--- config.mk ---
export PLATFORM = sky130hd
export DESIGN_NAME = enigma_ctrl
export DESIGN_NICKNAME = d
export VERILOG_FILES = /design/src/rtl/enigma_pkg.sv /design/src/rtl/enigma_group5.sv /design/src/rtl/enigma_ctrl.sv
export SDC_FILE = /design/constraint.sdc
export NUM_CORES = 1
export LEC_CHECK = 0
export CAP_MARGIN = 20
export CELL_PAD_IN_SITES_DETAIL_PLACEMENT = 0
export CELL_PAD_IN_SITES_GLOBAL_PLACEMENT = 1
export CORE_UTILIZATION = 35
export DETAILED_ROUTE_END_ITERATION = 16
export PLACE_DENSITY = 0.75
export SLEW_MARGIN = 15
export SYNTH_ARGS = -nofsm -noshare
export SYNTH_HDL_FRONTEND = slang
export SYNTH_SLANG_ARGS = --single-unit
--- constraint.sdc ---
create_clock -name clk -period 21.7 [get_ports clk]
set_input_delay 4.34 -clock clk [delete_from_list [all_inputs] [get_ports clk]]
set_output_delay 4.34 -clock clk [all_outputs]
set_load 0.05 [all_outputs]
--- src/rtl/enigma_pkg.sv ---
// Shared definitions for the Enigma keystroke sequencer.
// Holds ASCII constants, the FSM state encoding and the letter/one-hot helpers
// used on the input (fold/encode) and lamp (decode) sides.
package enigma_pkg;

  localparam logic [7:0] ASCII_A     = 8'h41;
  localparam logic [7:0] ASCII_Z     = 8'h5A;
  localparam logic [7:0] ASCII_LA    = 8'h61;
  localparam logic [7:0] ASCII_LZ    = 8'h7A;
  localparam logic [7:0] ASCII_SPACE = 8'h20;
  localparam logic [7:0] ASCII_QMARK = 8'h3F;

  typedef enum logic [2:0] {
    ST_IDLE,
    ST_SET,
    ST_STEP,
    ST_SETTLE,
    ST_CAPTURE,
    ST_OUT
  } state_t;

  // True for 'A'-'Z' and 'a'-'z'.
  function automatic logic is_letter(input logic [7:0] ch);
    return ((ch >= ASCII_A) && (ch <= ASCII_Z)) ||
           ((ch >= ASCII_LA) && (ch <= ASCII_LZ));
  endfunction

  // Lower-case letters become upper case; everything else is untouched.
  function automatic logic [7:0] fold_upper(input logic [7:0] ch);
    if ((ch >= ASCII_LA) && (ch <= ASCII_LZ)) begin
      return ch - 8'h20;
    end
    return ch;
  endfunction

  // One-hot key vector for a letter (bit0 = 'A'); zero for non-letters.
  function automatic logic [25:0] letter2onehot(input logic [7:0] ch);
    logic [7:0] idx;
    if (!is_letter(ch)) begin
      return '0;
    end
    idx = fold_upper(ch) - ASCII_A;
    return 26'd1 << idx[4:0];
  endfunction

  // Exactly one bit set.
  function automatic logic is_onehot(input logic [25:0] vec);
    return (vec != '0) && ((vec & (vec - 26'd1)) == '0);
  endfunction

  // Lamp vector back to ASCII; '?' when the vector is not one-hot.
  function automatic logic [7:0] onehot2letter(input logic [25:0] vec);
    logic [7:0] ch;
    logic [4:0] n;
    ch = ASCII_QMARK;
    n  = '0;
    for (int i = 0; i < 26; i++) begin
      if (vec[i]) begin
        n  = n + 5'd1;
        ch = ASCII_A + 8'(i);
      end
    end
    if (n != 5'd1) begin
      ch = ASCII_QMARK;
    end
    return ch;
  endfunction

endpackage

--- src/rtl/enigma_group5.sv ---
// Five-letter group counter: counts emitted letters, flags when a space is due.
// Only compiled into the design when GROUP5_EN is defined.
// full is combinational from the count register; clr wins over inc.
`ifdef GROUP5_EN
module enigma_group5 (
  input  logic clk,
  input  logic reset,
  input  logic clr,
  input  logic inc,
  output logic full
);

  logic [2:0] count;

  // Count letters 1..5; the letter emitted after a full group restarts at 1.
  always_ff @(posedge clk) begin
    if (reset || clr) begin
      count <= 3'd0;
    end else if (inc) begin
      count <= (count == 3'd5) ? 3'd1 : count + 3'd1;
    end
  end

  assign full = (count == 3'd5);

endmodule
`endif

--- src/rtl/enigma_ctrl.sv ---
// Keystroke sequencer: loads rotor settings, steps the rotors once per letter,
// drives the one-hot key into the rotor path and decodes the lamp vector to ASCII.
// Letter latency SETTLE+3 cycles from handshake, non-letters 1; OUT stalls on out_ready.
// Optional: define GROUP5_EN to insert a space before every sixth consecutive letter.
module enigma_ctrl
  import enigma_pkg::*;
#(
  parameter int NUM_ROTORS = 3,
  parameter int SETTLE     = 2
) (
  input  logic                      clk,
  input  logic                      reset,
  input  logic                      cfg_load,
  input  logic [5*NUM_ROTORS-1:0]   cfg_offsets,
  input  logic [5*NUM_ROTORS-1:0]   cfg_rings,
  output logic                      cfg_ready,
  input  logic                      in_valid,
  input  logic [7:0]                in_char,
  output logic                      in_ready,
  output logic                      rot_set,
  output logic                      rot_step0,
  output logic                      rot_step,
  output logic [5*NUM_ROTORS-1:0]   rot_offset,
  output logic [5*NUM_ROTORS-1:0]   rot_ring,
  output logic [25:0]               path_in,
  input  logic [25:0]               path_out,
  output logic                      out_valid,
  output logic [7:0]                out_char,
  input  logic                      out_ready,
  output logic                      err
);

  // Settle counter runs SETTLE-1 down to 0, giving SETTLE cycles in ST_SETTLE.
  localparam logic [3:0] SETTLE_LAST = 4'(SETTLE - 1);

  state_t      state;
  logic [25:0] key_oh;
  logic [3:0]  settle_cnt;
  logic [7:0]  dec_char;
  logic        path_ok;

  assign dec_char  = onehot2letter(path_out);
  assign path_ok   = is_onehot(path_out);
  assign cfg_ready = (state == ST_IDLE);
  // A pending cfg_load takes the IDLE cycle, so the character must wait.
  assign in_ready  = (state == ST_IDLE) && !cfg_load;

`ifdef GROUP5_EN
  logic       letter_out;
  logic       space_pend;
  logic       grp_full;
  logic       grp_inc;
  logic       grp_clr;
  logic [7:0] hold_char;

  // The count advances on the handshake of the letter itself, not the space.
  assign grp_inc = (state == ST_OUT) && out_ready && letter_out && !space_pend;
  assign grp_clr = ((state == ST_OUT) && out_ready && !letter_out) ||
                   ((state == ST_IDLE) && cfg_load);

  enigma_group5 u_group5 (
    .clk   (clk),
    .reset (reset),
    .clr   (grp_clr),
    .inc   (grp_inc),
    .full  (grp_full)
  );
`endif

  // Sequencer FSM; every output is a register so the rotor stack sees clean pulses.
  always_ff @(posedge clk) begin
    if (reset) begin
      state      <= ST_IDLE;
      key_oh     <= '0;
      settle_cnt <= '0;
      rot_set    <= 1'b0;
      rot_step0  <= 1'b0;
      rot_step   <= 1'b0;
      rot_offset <= '0;
      rot_ring   <= '0;
      path_in    <= '0;
      out_valid  <= 1'b0;
      out_char   <= '0;
      err        <= 1'b0;
`ifdef GROUP5_EN
      letter_out <= 1'b0;
      space_pend <= 1'b0;
      hold_char  <= '0;
`endif
    end else begin
      rot_set   <= 1'b0;
      rot_step0 <= 1'b0;
      rot_step  <= 1'b0;
      case (state)
        ST_IDLE: begin
          if (cfg_load) begin
            rot_offset <= cfg_offsets;
            rot_ring   <= cfg_rings;
            rot_set    <= 1'b1;
            state      <= ST_SET;
          end else if (in_valid) begin
            if (is_letter(in_char)) begin
              key_oh    <= letter2onehot(in_char);
              rot_step0 <= 1'b1;
              rot_step  <= 1'b1;
              state     <= ST_STEP;
            end else begin
              // Non-letters bypass the rotors entirely.
              out_char  <= in_char;
              out_valid <= 1'b1;
              state     <= ST_OUT;
`ifdef GROUP5_EN
              letter_out <= 1'b0;
`endif
            end
          end
        end
        ST_SET: begin
          state <= ST_IDLE;
        end
        ST_STEP: begin
          // Rotors have stepped on this edge; present the key to the new positions.
          path_in    <= key_oh;
          settle_cnt <= SETTLE_LAST;
          state      <= ST_SETTLE;
        end
        ST_SETTLE: begin
          if (settle_cnt == 4'd0) begin
            state <= ST_CAPTURE;
          end else begin
            settle_cnt <= settle_cnt - 4'd1;
          end
        end
        ST_CAPTURE: begin
          path_in   <= '0;
          out_valid <= 1'b1;
          err       <= err | !path_ok;
          state     <= ST_OUT;
`ifdef GROUP5_EN
          letter_out <= 1'b1;
          if (grp_full) begin
            out_char   <= ASCII_SPACE;
            hold_char  <= dec_char;
            space_pend <= 1'b1;
          end else begin
            out_char <= dec_char;
          end
`else
          out_char <= dec_char;
`endif
        end
        ST_OUT: begin
          if (out_ready) begin
`ifdef GROUP5_EN
            if (space_pend) begin
              // Space accepted; the held letter follows in the same OUT visit.
              out_char   <= hold_char;
              space_pend <= 1'b0;
            end else begin
              out_valid <= 1'b0;
              state     <= ST_IDLE;
            end
`else
            out_valid <= 1'b0;
            state     <= ST_IDLE;
`endif
          end
        end
        default: begin
          state <= ST_IDLE;
        end
      endcase
    end
  end

endmodule

==> results.toml, run 1 <==
[outcome]
outcome = "finished clean"

[worst_setup_path]
start_kind = "primary input"
crit_top_cell = "ha_1"
worst_ep_required_time_ns = 21.95
path_class = "in2reg"
startpoint = "path_out[0]"
max_stage_delay_ns = 0.56
cpMaxStageDelayCell = "clkdlybuf4s50_1"
critPathArrivalTime_ns = 20.16
r2r-start = "state[2]"
worst-path-max-fanout = 7
endpoint_kind = "flip-flop"

[synthesis]
synth_compound_area_share_pct = 21.4
synth_cells = 966
synth_cell_types = 74
syn_avg_cell_area_sq_um = 7.53
yosys.area_share.xor_xnor_pct = 14.0
ys_ff_latch = 101
syn_area_sq_um = 7280
synthMuxAreaShare_pct = 1.70
yosysSeqAreaShare_pct = 27.8
synth_top_family_by_area = "simple AND/OR/NAND/NOR gates"
yosys_warnings = 0
synth_edf_count = 0
syn_nets = 1063
synth-async-reset-ratio_pct = 0
ys.flop_type = "dfxtp_1"
yosys.area_share.simple_pct = 24.8
synthAdderAreaFrac_pct = 5.09

[grt]
antenna_found_initial = 0
grt_pass1_vias = 6351
grt_usage_pct = 18.0
gr-total-overflow = 0
grt_max_degree = 64
grt_pass1_wl_um = 32000

[cells_and_area]
fin_cells = 1332
final_cell_mix = "clkdlybuf4s50_1, nand2_1, nor2_1"
area_growth_pct = 25.5
drive_above_1_share_pct = 4.90
multiInputGateArea_sq_um = 4880
fillCellCount = 2077
layout_commonest_cell = "clkdlybuf4s50_1"
seq_area_sq_um = 2020
fin_util_pct = 45.0
final_nets = 1154
diodes = 0

[sta]
finalSetupViolations = 0
drv_slew = 0
timing.setup.tns_ns = 0
fmax_mhz = 50.2
timing.final.crit_period_ns = 19.91
hold_viol_final = 0
finalCritPeriodShare_pct = 91.7
slew_headroom_pct = 36.8
rsz0062_at_grt = "no"
skew_ns = 0.00699
worst-slew-pin-transition_ns = 0.940

[worst_hold_path]
hp-class = "reg2reg"
hold_start = "rot_offset[4]"

[cts]
clk_pin_slew_worst_paths_ns = 0.07
htree_num_levels = 3
cts.repair.resized = 0
cts_hold_buf = 0
cts_made_buffers = 9
clock_latency_ns = 0.34
cts_setup_buffers = 0
root_buffer = "clkbuf_16"
clk_path_buf_depth = 2
cts_sinks = 101
cts_tree = "yes"

[drt]
wire_per_inst_um = 14.4
antenna_left = 0
vias_per_cell = 5.14
remaining_drc_errors = 0
drt_iter0_markers = 354
dr.pass1.iters = 4
num_vias = 6848
wl_um = 19200

[placement]
placedCellCount = 1315
hpwl_um = 14200
gp_congestion = 0.847
io_buffers = 139

[floorplan]
core_sq_um = 20300
die_w_um = 146
die_h_um = 146
rows = 52
ios = 140
design.die.area_sq_um = 21400
start_util_pct = 35.8

[power_and_ir_drop]
p_leak_nw = 3.29
p_per_area_nw_per_um2 = 143
irDropWorstVdd_v = 0.000129

[job]
cap_violations = 0
logic make-up after synthesis:
group / after synthesis
AND/OR/NAND/NOR: 394
AO/OA/AOI/OAI: 241
XOR/XNOR: 90
buffers and inverters: 98
flip-flops: 101
adder cells (fa/ha/maj): 30
multiplexers: 12
worst max-delay path, delay by kind of cell:
family | cells | cell delay [ns]
and+or+nand+nor | 24 | 2.50
buffers and inverters | 6 | 0.93
adders and majority gates | 24 | 7.09
xor gates and xnor gates | 4 | 0.67
AOI/OAI and AO/OA | 19 | 3.66
muxes | 4 | 0.92
worst paths after layout:
check                                endpoint  slack, ns  cells after the start
worst max register to register      key_oh[3]      19.62                      6
worst min-delay path            rot_offset[4]       0.45                      2
worst min register to register  rot_offset[4]       0.45                      2
worst max-delay path              out_char[3]       1.79                     81
cell type report:
class	count	area share [%]
Inverter	33	1.36
Clock inverter	6	1.03
Tap cell	270	3.70
Timing Repair Buffer	145	15.8
Multi-Input combinational cell	767	53.5
Sequential cell	101	22.1
Clock buffer	10	2.51
power by group:
group	total, mW	internal, mW	switching [mW]	leakage, nW
clock	0.174	0.102	0.0715	0.154
combinational	0.931	0.413	0.518	2.32
sequential	0.197	0.192	0.00443	0.820
total	1.30	0.708	0.594	3.29
cell usage after synthesis (3+ instances only):
cell type,instances,share of area [%]
nand4_1,3,0.26
o21ai_0,34,2.3
nor3_1,41,2.8
a31oi_1,8,0.69
a32oi_1,4,0.48
o31a_1,6,0.72
o2111ai_1,4,0.48
o31ai_1,9,0.93
nor2_1,113,5.8
o211ai_1,4,0.41
o22ai_1,6,0.52
nand2_1,135,7.0
o21a_1,3,0.31
xnor3_2,3,0.98
xnor3_1,6,1.9
nand3b_1,3,0.31
buf_1,3,0.15
nand2b_1,12,1.0
xnor2_2,3,0.67
and3_1,3,0.26
xor2_1,18,2.2
a2111oi_0,5,0.60
a21oi_1,90,6.2
a211oi_1,7,0.72
dfxtp_1,101,28
clkbuf_1,60,3.1
xor2_2,4,0.89
a21o_1,4,0.41
o21ai_1,4,0.28
nor2b_1,8,0.69
nand3_1,23,1.6
mux2_2,3,0.46
o21bai_1,4,0.41
or3_1,9,0.77
xnor2_1,53,6.4
a22oi_1,26,2.7
inv_1,32,1.7
ha_1,28,4.8
nor3b_1,15,1.5
mux2i_1,9,1.2
nor4_1,15,1.3
or4_1,4,0.41
routing by layer:
layer  up-vias  track usage, %  wire, um
met1      3152            23.5      9180
li1       3579               -         -
met2       102            30.2      8990
met4         0            4.79       272
met3        15            3.28       745
met5         -               0         0
flip-flops by register name, summed over array words and instances, names as in the netlist:
| signal | cells |
|---|---|
| out_valid | 1 |
| err | 1 |
| rot_set | 1 |
| path_in | 26 |
| rot_offset | 15 |
| out_char | 8 |
| rot_step | 1 |
| key_oh | 26 |
| state | 3 |
| settle_cnt | 4 |
| rot_ring | 15 |
per-stage QoR:
stage | power [mW] | area, sq um | setup WS (ns) | hold WS (ns)
final | 1.30 | 9130 | 1.79 | 0.455
after global routing | 1.42 | 9130 | 0.406 | 0.472
after CTS | 1.31 | 9120 | 1.80 | 0.456
after detailed placement | 1.13 | 8790 | 1.47 | 0.446
after global placement | 1.13 | 8790 | 1.89 | 0.442
after floorplan | 0.972 | 7280 | 3.65 | 0.455
No activity file was read; power rests on OpenSTA's default activity.
==> run 2, diff against run 1 <==
- CELL_PAD_IN_SITES_DETAIL_PLACEMENT: 0 -> 1
- GPL_TIMING_DRIVEN: default -> 0
==> results.toml, run 2 (synthesis results as in run 1) <==
[power_and_ir_drop]
p_per_area_nw_per_um2 = 144
irDropWorstVdd_v = 0.0000990
p_leak_nw = 3.31

[worst_setup_path]
worst_ep_required_time_ns = 21.96
worst-path-max-fanout = 7
crit_top_cell = "ha_1"
r2r_setup_slack_ns = 19.12
start_kind = "primary input"
cpMaxStageDelayCell = "clkdlybuf4s50_1"
critPathArrivalTime_ns = 20.54
max_stage_delay_ns = 0.58
path_class = "in2reg"
endpoint_kind = "flip-flop"

[placement]
pre_cts_slack_ns = 1.20
gp_congestion = 0.804
dpl_cell_area_sq_um = 8900
hpwl_um = 17300
io_buffers = 129

[cts]
clk_pin_slew_worst_paths_ns = 0.07
cts_tree = "yes"
cts_sinks = 101
root_buffer = "clkbuf_16"
cts_made_buffers = 9
cts_hold_buf = 0
htree_num_levels = 3
clock_latency_ns = 0.35
cts_setup_buffers = 0
cts.repair.resized = 0
clk_path_buf_depth = 2

[floorplan]
design.die.area_sq_um = 21400
die_w_um = 146
die_h_um = 146
core_sq_um = 20300
ios = 140
rows = 52
start_util_pct = 35.8

[grt]
grt_usage_pct = 20.7
antenna_found_initial = 0
grt_pass1_wl_um = 36800
gr-total-overflow = 0
grt_max_degree = 17
grt_pass1_vias = 7495

[sta]
fin_ws_ns = 1.41
fmax_mhz = 49.3
finalCritPeriodShare_pct = 93.5
timing.final.crit_period_ns = 20.29
worst-slew-pin-transition_ns = 0.880
drv_slew = 0
rsz0062_at_grt = "no"
finalSetupViolations = 0
timing.setup.tns_ns = 0
slew_headroom_pct = 40.8
hold_viol_final = 0
skew_ns = 0.00680

[worst_hold_path]
hp-class = "reg2reg"

[cells_and_area]
final_cell_mix = "nand2_1, clkdlybuf4s50_1, nor2_1"
final_nets = 1203
largestRegisters = "key_oh: 26 flops, path_in: 26 flops"
diodes = 0
layout_commonest_cell = "nand2_1"
fin_util_pct = 45.5
area_growth_pct = 26.9
drive_above_1_share_pct = 4.14
final_cell_area_sq_um = 9230

[drt]
dr.pass1.iters = 4
wire_per_inst_um = 15.9
antenna_left = 0
top_layer = "met4"
wl_met2_um = 10900
remaining_drc_errors = 0
dr_wl_met3_um = 701
drt_iter0_markers = 283
met1_length_um = 10100
vias_per_cell = 5.29
wl_um = 22000
num_vias = 7310

[outcome]
outcome = "finished clean"

[job]
cap_violations = 0
## run 2: cell count changes in the layout (fill, tap and decap cells not counted), sizes merged
cell and delta:
clkinv +2, clkbuf +60, inv -2, clkdlybuf4s50 -9
buf -2
## run 2: worst max-delay path: cells and delay by family
kind,cells,cell delay (ns)
AOI/OAI and AO/OA,19,3.79
and+or+nand+nor,24,2.65
adders and majority gates,24,7.19
buffers and inverters,6,0.99
muxes,4,0.92
xor gates and xnor gates,4,0.66
## run 2: worst paths after layout
check | cells after the start | end | from
max | 81 | out_char[3] | path_out[1]
min | 2 | rot_offset[14] | rot_offset[14]
max reg2reg | 8 | path_in[23] | state[1]
min reg2reg | 2 | rot_offset[14] | rot_offset[14]
## run 2: metrics by stage
stage | cells | hold WS (ns) | power (mW)
after floorplan | 966 | 0.455 | 0.972
after global placement | 1365 | 0.441 | 1.14
after detailed placement | 1365 | 0.448 | 1.15
after CTS | 1381 | 0.458 | 1.34
after global routing | 1381 | 0.476 | 1.45
final | 1381 | 0.455 | 1.33
## run 2: area by class of cell
class,count,area [sq um]
Tap cell,270,338
Buffer,65,251
Fill cell,2564,11100
Clock buffer,10,239
Multi-Input combinational cell,767,4880
Sequential cell,101,2020
Clock inverter,6,86.3
Timing Repair Buffer,129,1290
Inverter,33,124
## run 2: report_power, final
group | internal [mW] | total, mW | switching [mW]
Clock | 0.104 | 0.176 | 0.0719
Combinational | 0.415 | 0.957 | 0.541
Sequential | 0.192 | 0.196 | 0.00356
Total | 0.712 | 1.33 | 0.617
## run 2: routing by layer
layer | GRT usage, % | up-vias
met1 | 25.3 | 3511
met3 | 3.00 | 19
met4 | 5.21 | 0
li1 | - | 3677
met5 | 0 | -
met2 | 37.6 | 103
==> run 3, diff against run 2 <==
- clock period: 21.7 -> 22.3 ns (I/O delays scaled with it)
==> results of run 3 <==
The final DEF is identical to that of run 2. Status: finished clean.
Main changes from that run: setup slack after placement 1.20 ns -> 1.68 ns; setup slack after layout 1.41 ns -> 1.89 ns; register-to-register setup slack 19.12 ns -> 19.72 ns; total power 1.33 mW -> 1.29 mW; worst IR drop on VDD 0.0000990 V -> 0.0000964 V
